File: config.mk
export PLATFORM = sky130hd
export DESIGN_NAME = pipe_front_regs
export DESIGN_NICKNAME = d
export VERILOG_FILES = /design/src/rtl/pipe_front_regs.sv
export SDC_FILE = /design/constraint.sdc
export NUM_CORES = 1
export LEC_CHECK = 0
export ABC_AREA = 1
export BUFFER_PORTS_ARGS = -buffer_cell sky130_fd_sc_hd__buf_2
export CAP_MARGIN = 20
export CELL_PAD_IN_SITES_DETAIL_PLACEMENT = 1
export CELL_PAD_IN_SITES_GLOBAL_PLACEMENT = 2
export CORE_ASPECT_RATIO = 1.1
export CORE_MARGIN = 5
export CORE_UTILIZATION = 24
export DETAILED_ROUTE_END_ITERATION = 12
export PLACE_DENSITY_LB_ADDON = 0.25
export REMOVE_ABC_BUFFERS = 1
export SLEW_MARGIN = 20
export SYNTH_ARGS = -nofsm -noshare
export SYNTH_HDL_FRONTEND = slang
export SYNTH_SLANG_ARGS = --single-unit
File: constraint.sdc
create_clock -name clk -period 1.65 [get_ports clk]
set_clock_uncertainty 0.1 [all_clocks]
set_input_delay 0.2475 -clock clk [delete_from_list [all_inputs] [get_ports clk]]
set_output_delay 0.2475 -clock clk [all_outputs]
set_load 0.05 [all_outputs]
File: src/rtl/pipe_front_regs.sv
// Front-end pipeline registers: fetch PC, IF/ID and ID/EX latches under hazard-unit control,
// plus saturating stall / flush / issue performance counters.
module pipe_front_regs #(
    parameter int unsigned     XLEN     = 32,
    parameter int unsigned     CTRL_W   = 16,
    parameter int unsigned     CNT_W    = 32,
    parameter logic [XLEN-1:0] RESET_PC = '0
) (
    input  logic              clk,
    input  logic              rst,
    input  logic              stall,
    input  logic              flush_IFID,
    input  logic              flush_IDEX,
    input  logic              BranchTaken,
    input  logic [XLEN-1:0]   branch_target,
    input  logic [31:0]       instr_IF,
    input  logic [CTRL_W-1:0] ctrl_ID,
    input  logic [4:0]        rs1_ID,
    input  logic [4:0]        rs2_ID,
    input  logic [4:0]        rd_ID,
    input  logic [XLEN-1:0]   rdata1_ID,
    input  logic [XLEN-1:0]   rdata2_ID,
    output logic [XLEN-1:0]   pc_IF,
    output logic [XLEN-1:0]   pc_ID,
    output logic [31:0]       instr_ID,
    output logic              valid_ID,
    output logic [XLEN-1:0]   pc_EX,
    output logic [CTRL_W-1:0] ctrl_EX,
    output logic [4:0]        rs1_EX,
    output logic [4:0]        rs2_EX,
    output logic [4:0]        rd_EX,
    output logic [XLEN-1:0]   rdata1_EX,
    output logic [XLEN-1:0]   rdata2_EX,
    output logic              valid_EX,
    output logic [CNT_W-1:0]  stall_cnt,
    output logic [CNT_W-1:0]  flush_cnt,
    output logic [CNT_W-1:0]  issue_cnt
);

    localparam logic [31:0]       Nop    = 32'h0000_0013;
    localparam logic [XLEN-1:0]   PcStep = XLEN'(4);
    localparam logic [CNT_W-1:0]  CntOne = CNT_W'(1);
    localparam logic [CNT_W-1:0]  CntMax = '1;

    logic [XLEN-1:0]   pc_if_q, pc_if_d;
    logic [XLEN-1:0]   pc_id_q, pc_id_d;
    logic [31:0]       instr_id_q, instr_id_d;
    logic              valid_id_q, valid_id_d;
    logic [XLEN-1:0]   pc_ex_q, pc_ex_d;
    logic [CTRL_W-1:0] ctrl_ex_q, ctrl_ex_d;
    logic [4:0]        rs1_ex_q, rs1_ex_d;
    logic [4:0]        rs2_ex_q, rs2_ex_d;
    logic [4:0]        rd_ex_q, rd_ex_d;
    logic [XLEN-1:0]   rdata1_ex_q, rdata1_ex_d;
    logic [XLEN-1:0]   rdata2_ex_q, rdata2_ex_d;
    logic              valid_ex_q, valid_ex_d;
    logic [CNT_W-1:0]  stall_cnt_q, stall_cnt_d;
    logic [CNT_W-1:0]  flush_cnt_q, flush_cnt_d;
    logic [CNT_W-1:0]  issue_cnt_q, issue_cnt_d;

    logic redirect;
    logic flush_evt;
    logic issue_evt;

    // A branch seen during a stall was resolved on stale operands, so it is dropped.
    assign redirect  = BranchTaken & ~stall;
    assign flush_evt = (flush_IFID & ~stall) | flush_IDEX;
    assign issue_evt = valid_id_q & ~flush_IDEX;

    function automatic logic [CNT_W-1:0] sat_inc(input logic [CNT_W-1:0] cnt, input logic en);
        return (en && (cnt != CntMax)) ? cnt + CntOne : cnt;
    endfunction

    // Fetch PC
    always_comb begin
        pc_if_d = pc_if_q;
        if (redirect) begin
            pc_if_d = branch_target;
        end else if (!stall) begin
            pc_if_d = pc_if_q + PcStep;
        end
    end

    // IF/ID latch
    always_comb begin
        pc_id_d    = pc_id_q;
        instr_id_d = instr_id_q;
        valid_id_d = valid_id_q;
        if (stall) begin
            pc_id_d    = pc_id_q;
        end else if (flush_IFID) begin
            instr_id_d = Nop;
            valid_id_d = 1'b0;
        end else begin
            pc_id_d    = pc_if_q;
            instr_id_d = instr_IF;
            valid_id_d = 1'b1;
        end
    end

    // ID/EX latch; a stall does not hold EX so the older instruction can drain and forward.
    always_comb begin
        pc_ex_d     = pc_ex_q;
        ctrl_ex_d   = ctrl_ex_q;
        rs1_ex_d    = rs1_ex_q;
        rs2_ex_d    = rs2_ex_q;
        rd_ex_d     = rd_ex_q;
        rdata1_ex_d = rdata1_ex_q;
        rdata2_ex_d = rdata2_ex_q;
        valid_ex_d  = valid_ex_q;
        if (flush_IDEX) begin
            ctrl_ex_d   = '0;
            rs1_ex_d    = '0;
            rs2_ex_d    = '0;
            rd_ex_d     = '0;
            rdata1_ex_d = '0;
            rdata2_ex_d = '0;
            valid_ex_d  = 1'b0;
        end else begin
            pc_ex_d     = pc_id_q;
            ctrl_ex_d   = valid_id_q ? ctrl_ID : '0;
            rs1_ex_d    = rs1_ID;
            rs2_ex_d    = rs2_ID;
            rd_ex_d     = rd_ID;
            rdata1_ex_d = rdata1_ID;
            rdata2_ex_d = rdata2_ID;
            valid_ex_d  = valid_id_q;
        end
    end

    // Performance counters
    always_comb begin
        stall_cnt_d = sat_inc(stall_cnt_q, stall);
        flush_cnt_d = sat_inc(flush_cnt_q, flush_evt);
        issue_cnt_d = sat_inc(issue_cnt_q, issue_evt);
    end

    always_ff @(posedge clk) begin
        if (rst) begin
            pc_if_q     <= RESET_PC;
            pc_id_q     <= '0;
            instr_id_q  <= Nop;
            valid_id_q  <= 1'b0;
            pc_ex_q     <= '0;
            ctrl_ex_q   <= '0;
            rs1_ex_q    <= '0;
            rs2_ex_q    <= '0;
            rd_ex_q     <= '0;
            rdata1_ex_q <= '0;
            rdata2_ex_q <= '0;
            valid_ex_q  <= 1'b0;
            stall_cnt_q <= '0;
            flush_cnt_q <= '0;
            issue_cnt_q <= '0;
        end else begin
            pc_if_q     <= pc_if_d;
            pc_id_q     <= pc_id_d;
            instr_id_q  <= instr_id_d;
            valid_id_q  <= valid_id_d;
            pc_ex_q     <= pc_ex_d;
            ctrl_ex_q   <= ctrl_ex_d;
            rs1_ex_q    <= rs1_ex_d;
            rs2_ex_q    <= rs2_ex_d;
            rd_ex_q     <= rd_ex_d;
            rdata1_ex_q <= rdata1_ex_d;
            rdata2_ex_q <= rdata2_ex_d;
            valid_ex_q  <= valid_ex_d;
            stall_cnt_q <= stall_cnt_d;
            flush_cnt_q <= flush_cnt_d;
            issue_cnt_q <= issue_cnt_d;
        end
    end

    assign pc_IF     = pc_if_q;
    assign pc_ID     = pc_id_q;
    assign instr_ID  = instr_id_q;
    assign valid_ID  = valid_id_q;
    assign pc_EX     = pc_ex_q;
    assign ctrl_EX   = ctrl_ex_q;
    assign rs1_EX    = rs1_ex_q;
    assign rs2_EX    = rs2_ex_q;
    assign rd_EX     = rd_ex_q;
    assign rdata1_EX = rdata1_ex_q;
    assign rdata2_EX = rdata2_ex_q;
    assign valid_EX  = valid_ex_q;
    assign stall_cnt = stall_cnt_q;
    assign flush_cnt = flush_cnt_q;
    assign issue_cnt = issue_cnt_q;

endmodule

Yosys cells after proc, flatten, opt, wreduce, memory -nomap -nowiden. Cells that the tools add are included.

Register bits after elaboration: 321. Bits in latches: 0. RAM bits: 0. Bits in read-only memories: 0. Bits of input ports: 165. Output and inout bits: 321. Logic and storage cells: 41. Memories kept: 0.

Add/subtract/negate cells: 4. Multiply operators: 0. Div/mod/pow operators: 0. $lt $le $gt $ge: 0. Equality and inequality tests: 4. Shifts and indexed selects: 0. Mux-type cells: 4. Bitwise operators: 8. Reduce and logical (&&, ||, !) cells: 6.

Operators by type and width (count): 32-bit by 1-bit adder with 32-bit output, second input constant (3); 32-bit 2-to-1 mux (3); 32-bit inequality test, second input constant (3); 32-bit by 3-bit adder with 32-bit output, second input constant (1); 1-bit NOT (4); 1-bit bitwise AND (3); 1-bit logical AND (3); 3-bit OR reduction (1); 2-bit by 1-bit inequality test with 1-bit output, second input constant (1); 2-bit AND reduction (1); 2-bit OR reduction (1); 1-bit 2-to-1 mux (1); 1-bit OR (1).

Depth between registers and ports, before layout.
Word-level depth: 4. Gate-level depth with buffers: 13. Mapped depth without buffers: 12.

Worst setup path before layout. Ideal clock, no wire load.

Path kind: register to register. From: register flush_cnt_q[1], in the netlist flush_cnt[1]. To: register flush_cnt_q[7], in the netlist flush_cnt[7]. Setup time: 0.142 ns. Arrival: 1.938 ns. Data required time: 1.408 ns. Setup slack: -0.530 ns. Stages on the path, launching flop included: 13. Buffers on the path: 2. Clock period less this slack: 2.180 ns. Path through: dfxtp_1 -> ha_1 -> inv_2 -> nor2_4 -> nand2_4 -> nor2_8 -> nand2_4 -> nand2_4 -> inv_2 -> buf_6 -> buf_6 -> nand2_1 -> a21oi_2.

Longest elaborated chain between the ends: 2. Elaborated cells between the ends (all ways): 3. Those cells by class: 1 x add/sub; 1 x eq/ne; 1 x reduce/logical.

RTL lines: from (decl) (line 58) `logic [CNT_W-1:0] flush_cnt_q, flush_cnt_d;`; from (signal assigned) (line 169) `flush_cnt_q <= flush_cnt_d;`; parallel branches: the longest is 2 deep, another holds 32-bit by 1-bit adder with 32-bit output.

Parallel ways; which one is timed is not known. A chain may end at the register's enable or synchronous reset.

Worst setup path after layout.
From: register stall_cnt_q[0], in the netlist stall_cnt[0]. To: register stall_cnt_q[14], in the netlist stall_cnt[14].

Longest elaborated chain between the ends: 2. Elaborated cells between the ends (all ways): 3. Those cells by class: 1 x add/sub; 1 x eq/ne; 1 x reduce/logical.

RTL lines: from (decl) (line 57) `logic [CNT_W-1:0] stall_cnt_q, stall_cnt_d;`; from (signal assigned) (line 168) `stall_cnt_q <= stall_cnt_d;`; parallel branches: the longest is 2 deep, another holds 32-bit by 1-bit adder with 32-bit output.

Parallel ways; which one is timed is not known.

==> results.cfg <==
[global_routing]
grt_use_total_pct = 20.0
antenna_found_initial = 3
grt_pass1_wl_um = 101000
grt_max_degree = 80
grt_pass1_vias = 17746
grt-ovfl-total = 0

[cts]
cts-root-buf = clkbuf_16
clk_latency_ns = 0.56
tritoncts = done
htreeDepth = 2
cts_buffer_depth = 3
numCtsBuffers = 41
clkSinkCount = 321
cts.clk_slew.worst_paths_ns = 0.06

[place]
placed_area_mm2 = 0.0192
hpwlAfterDp_um = 49300
place_ws_ns = -0.151
portBuffers = 485
routabilityCongestion = 0.840

[detailed_routing]
drt-total-wl_um = 67800
ant_nets = 0
drt-initial-drc-count = 571
num_vias = 16542
drt-wirelength-per-cell_um = 18.2
vias_per_cell = 4.46
dr.pass1.iters = 4
route.detailed.drc = 0

[worst_setup_path]
critPathSlowestCell = dfxtp_2
critPathBufInv = 3
r2r_start = stall_cnt[0]$_SDFFE_PP0P_
crit_path_end_kind = flip-flop
worst_r2r_endpoint = stall_cnt[14]$_SDFFE_PP0P_
crit_fanout = 7
slowest_delay_ns = 0.35
cp-start-kind = flip-flop
worstSetupPathDepth = 11
crit_family = simple AND/OR/NAND/NOR gates
crit_type = reg -> reg
crit_chain = ha_4 -> inv_4 -> nor2_4 -> nand2_4 -> nor2_4 -> nand2_4 -> nand2_8 -> clkinv_8 -> clkbuf_16 -> nand2_4 -> a21oi_2
r2r_slack_ns = -0.08
arrival_ns = 2.05
cp.required_ns = 1.97
cp_common_cell = nand2_4
ff2ff_path_depth = 11

[timing]
post-route-period-util_pct = 105
setup_ws_ns = -0.0779
max_freq_ghz = 0.579
grt_setup_unrepaired = yes
slew_headroom_pct = 71.9
hold_viol = 0
tightest_slew_ns = 0.422
setup_viol = 50
drv_slew = 0
finalCriticalPeriod_ns = 1.73

[die]
core_area_mm2 = 0.0583
pin_count = 486
die_area_mm2 = 0.0636
dieWidth_um = 241
fp.dieH_um = 264
start_util_pct = 24.2
row_count = 93

[synth]
avgSynthCellArea_um2 = 6.92
ys_warn_count = 0
synthDistinctLibCells = 36
syn_inst = 2036
ys_ff_latch = 321
yosysSeqAreaShare_pct = 45.6
netlist_area_mm2 = 0.0141

[flow_run]
cap_violations = 0

[pwr]
p_leak_uw = 0.0113
ir_drop_v = 0.000868
power_density_mw_per_mm2 = 848

[finish]
drive_above_1_share_pct = 38.9
fillCellCount = 7129
final_cell_mix = nand2_1 (484), buf_2 (356), nor2_1 (335), buf_4 (308), dfxtp_1 (267)
synthToLayoutAreaGrowth_pct = 71.7
final_common_cell = nand2_1
fin_area_mm2 = 0.0242
fin_nets = 3092

[min_path]
holdPathEnd = pc_EX[27]$_SDFFE_PP0N_
hold_depth = 4
hp-class = in -> reg
hp-start = flush_IDEX

[outcome]
violations = negative setup slack
status = complete, but fails checks
## worst reg2reg max path: stages, from the launching register on
cell and delay, ns:
dfxtp_2 0.35, ha_4 0.16, inv_4 0.04, nor2_4 0.13, nand2_4 0.08, nor2_4 0.13
nand2_4 0.09, nand2_8 0.14, clkinv_8 0.09, clkbuf_16 0.19, nand2_4 0.06, a21oi_2 0.04
## report_power, final
| group | switching [µW] | leakage, µW | internal [µW] |
|---|---|---|---|
| clock network | 3630 | 0.000658 | 5430 |
| logic | 2100 | 0.00796 | 1130 |
| registers | 175 | 0.00265 | 8030 |
| total | 5910 | 0.0113 | 14600 |
## cells by family after synthesis
family,after synthesis,synth area share [%]
simple gates,1095,32.0
flops,321,45.6
compound gates,298,11.1
buf+inv,273,8.11
xor+xnor,45,2.80
fa+ha+maj,4,0.355
## cell type report
type                            instances  area [µm²]  area share [%]
Tap cell                              760         951            3.93
Clock inverter                         13         154           0.637
Antenna cell                            3        7.51          0.0311
Timing Repair Buffer                  927        7120            29.5
Multi-Input combinational cell       1442        7500            31.0
Sequential cell                       321        6510            26.9
Clock buffer                           57        1180            4.87
Inverter                              190         746            3.09
## cell usage after synthesis, drive strengths merged
cell type / n / area share [%]
a211oi: 2 / 0.11
a21oi: 175 / 6.5
a221oi: 2 / 0.12
and2: 2 / 0.089
buf: 23 / 1.4
clkbuf: 60 / 1.6
clkinv: 1 / 0.027
dfxtp: 321 / 46
ha: 4 / 0.36
inv: 189 / 5.1
nand2: 574 / 16
nand3: 47 / 1.7
nand3b: 27 / 1.4
nand4: 10 / 0.44
nor2: 420 / 12
nor3: 9 / 0.32
nor3b: 5 / 0.27
o211ai: 4 / 0.21
o21ai: 110 / 3.9
o21bai: 2 / 0.11
o22ai: 3 / 0.13
or2: 1 / 0.044
xnor2: 11 / 0.68
xor2: 34 / 2.1
## sequential cells by signal, indices dropped and copies added (netlist names), 16 cells and up
| signal | count |
|---|---|
| ctrl_EX | 16 |
| flush_cnt | 32 |
| instr_ID | 32 |
| issue_cnt | 32 |
| pc_EX | 32 |
| pc_ID | 32 |
| pc_IF | 32 |
| rdata1_EX | 32 |
| rdata2_EX | 32 |
| stall_cnt | 32 |
## per-stage QoR
| step | utilization (%) | std cells | total power [µW] | setup TNS, ns | hold slack (ns) |
|---|---|---|---|---|---|
| 2_1_floorplan | - | 1953 | 9860 | -175.71 | 0.210 |
| 3_3_place_gp | 33.0 | 3457 | 11000 | -1.58 | 0.348 |
| 3_5_place_dp | 33.0 | 3457 | 11000 | -7.02 | 0.354 |
| 4_1_cts | 39.2 | 3692 | 20700 | -2.81 | 0.0316 |
| 5_1_grt | 41.5 | 3713 | 21400 | -8.89 | 0.0574 |
| 6_report | 41.5 | 3713 | 20500 | -2.06 | 0.0594 |
## worst max path at each step
stage	startpoint	end	slack (ns)
after floorplan	flush_IFID	instr_ID[0]$_SDFFE_PP1N_	-2.19
after global placement	pc_IF[3]$_SDFFE_PP0P_	pc_IF[15]$_SDFFE_PP0P_	-0.11
after detailed placement	issue_cnt[0]$_SDFFE_PP0P_	issue_cnt[20]$_SDFFE_PP0P_	-0.15
after CTS	issue_cnt[1]$_SDFFE_PP0P_	issue_cnt[20]$_SDFFE_PP0P_	-0.14
after global routing	issue_cnt[0]$_SDFFE_PP0P_	issue_cnt[25]$_SDFFE_PP0P_	-0.18
final	stall_cnt[0]$_SDFFE_PP0P_	stall_cnt[14]$_SDFFE_PP0P_	-0.08
## routing by layer
| layer | global-route usage [%] | routed length [µm] |
|---|---|---|
| met1 | 23.3 | 26900 |
| met2 | 35.3 | 34200 |
| met5 | 0 | 0 |
| met4 | 6.30 | 2240 |
| met3 | 5.53 | 4410 |
## what timing repair did
action,4_1_cts,5_1_grt
gates cloned,1,6
pin swaps,29,78
endpoints found under the hold margin,160,0
buffers inserted,7,12
gates resized for setup,239,320
hold buffers,159,0
setup endpoints to repair,228,154
Power figures use the tool's default switching activity.
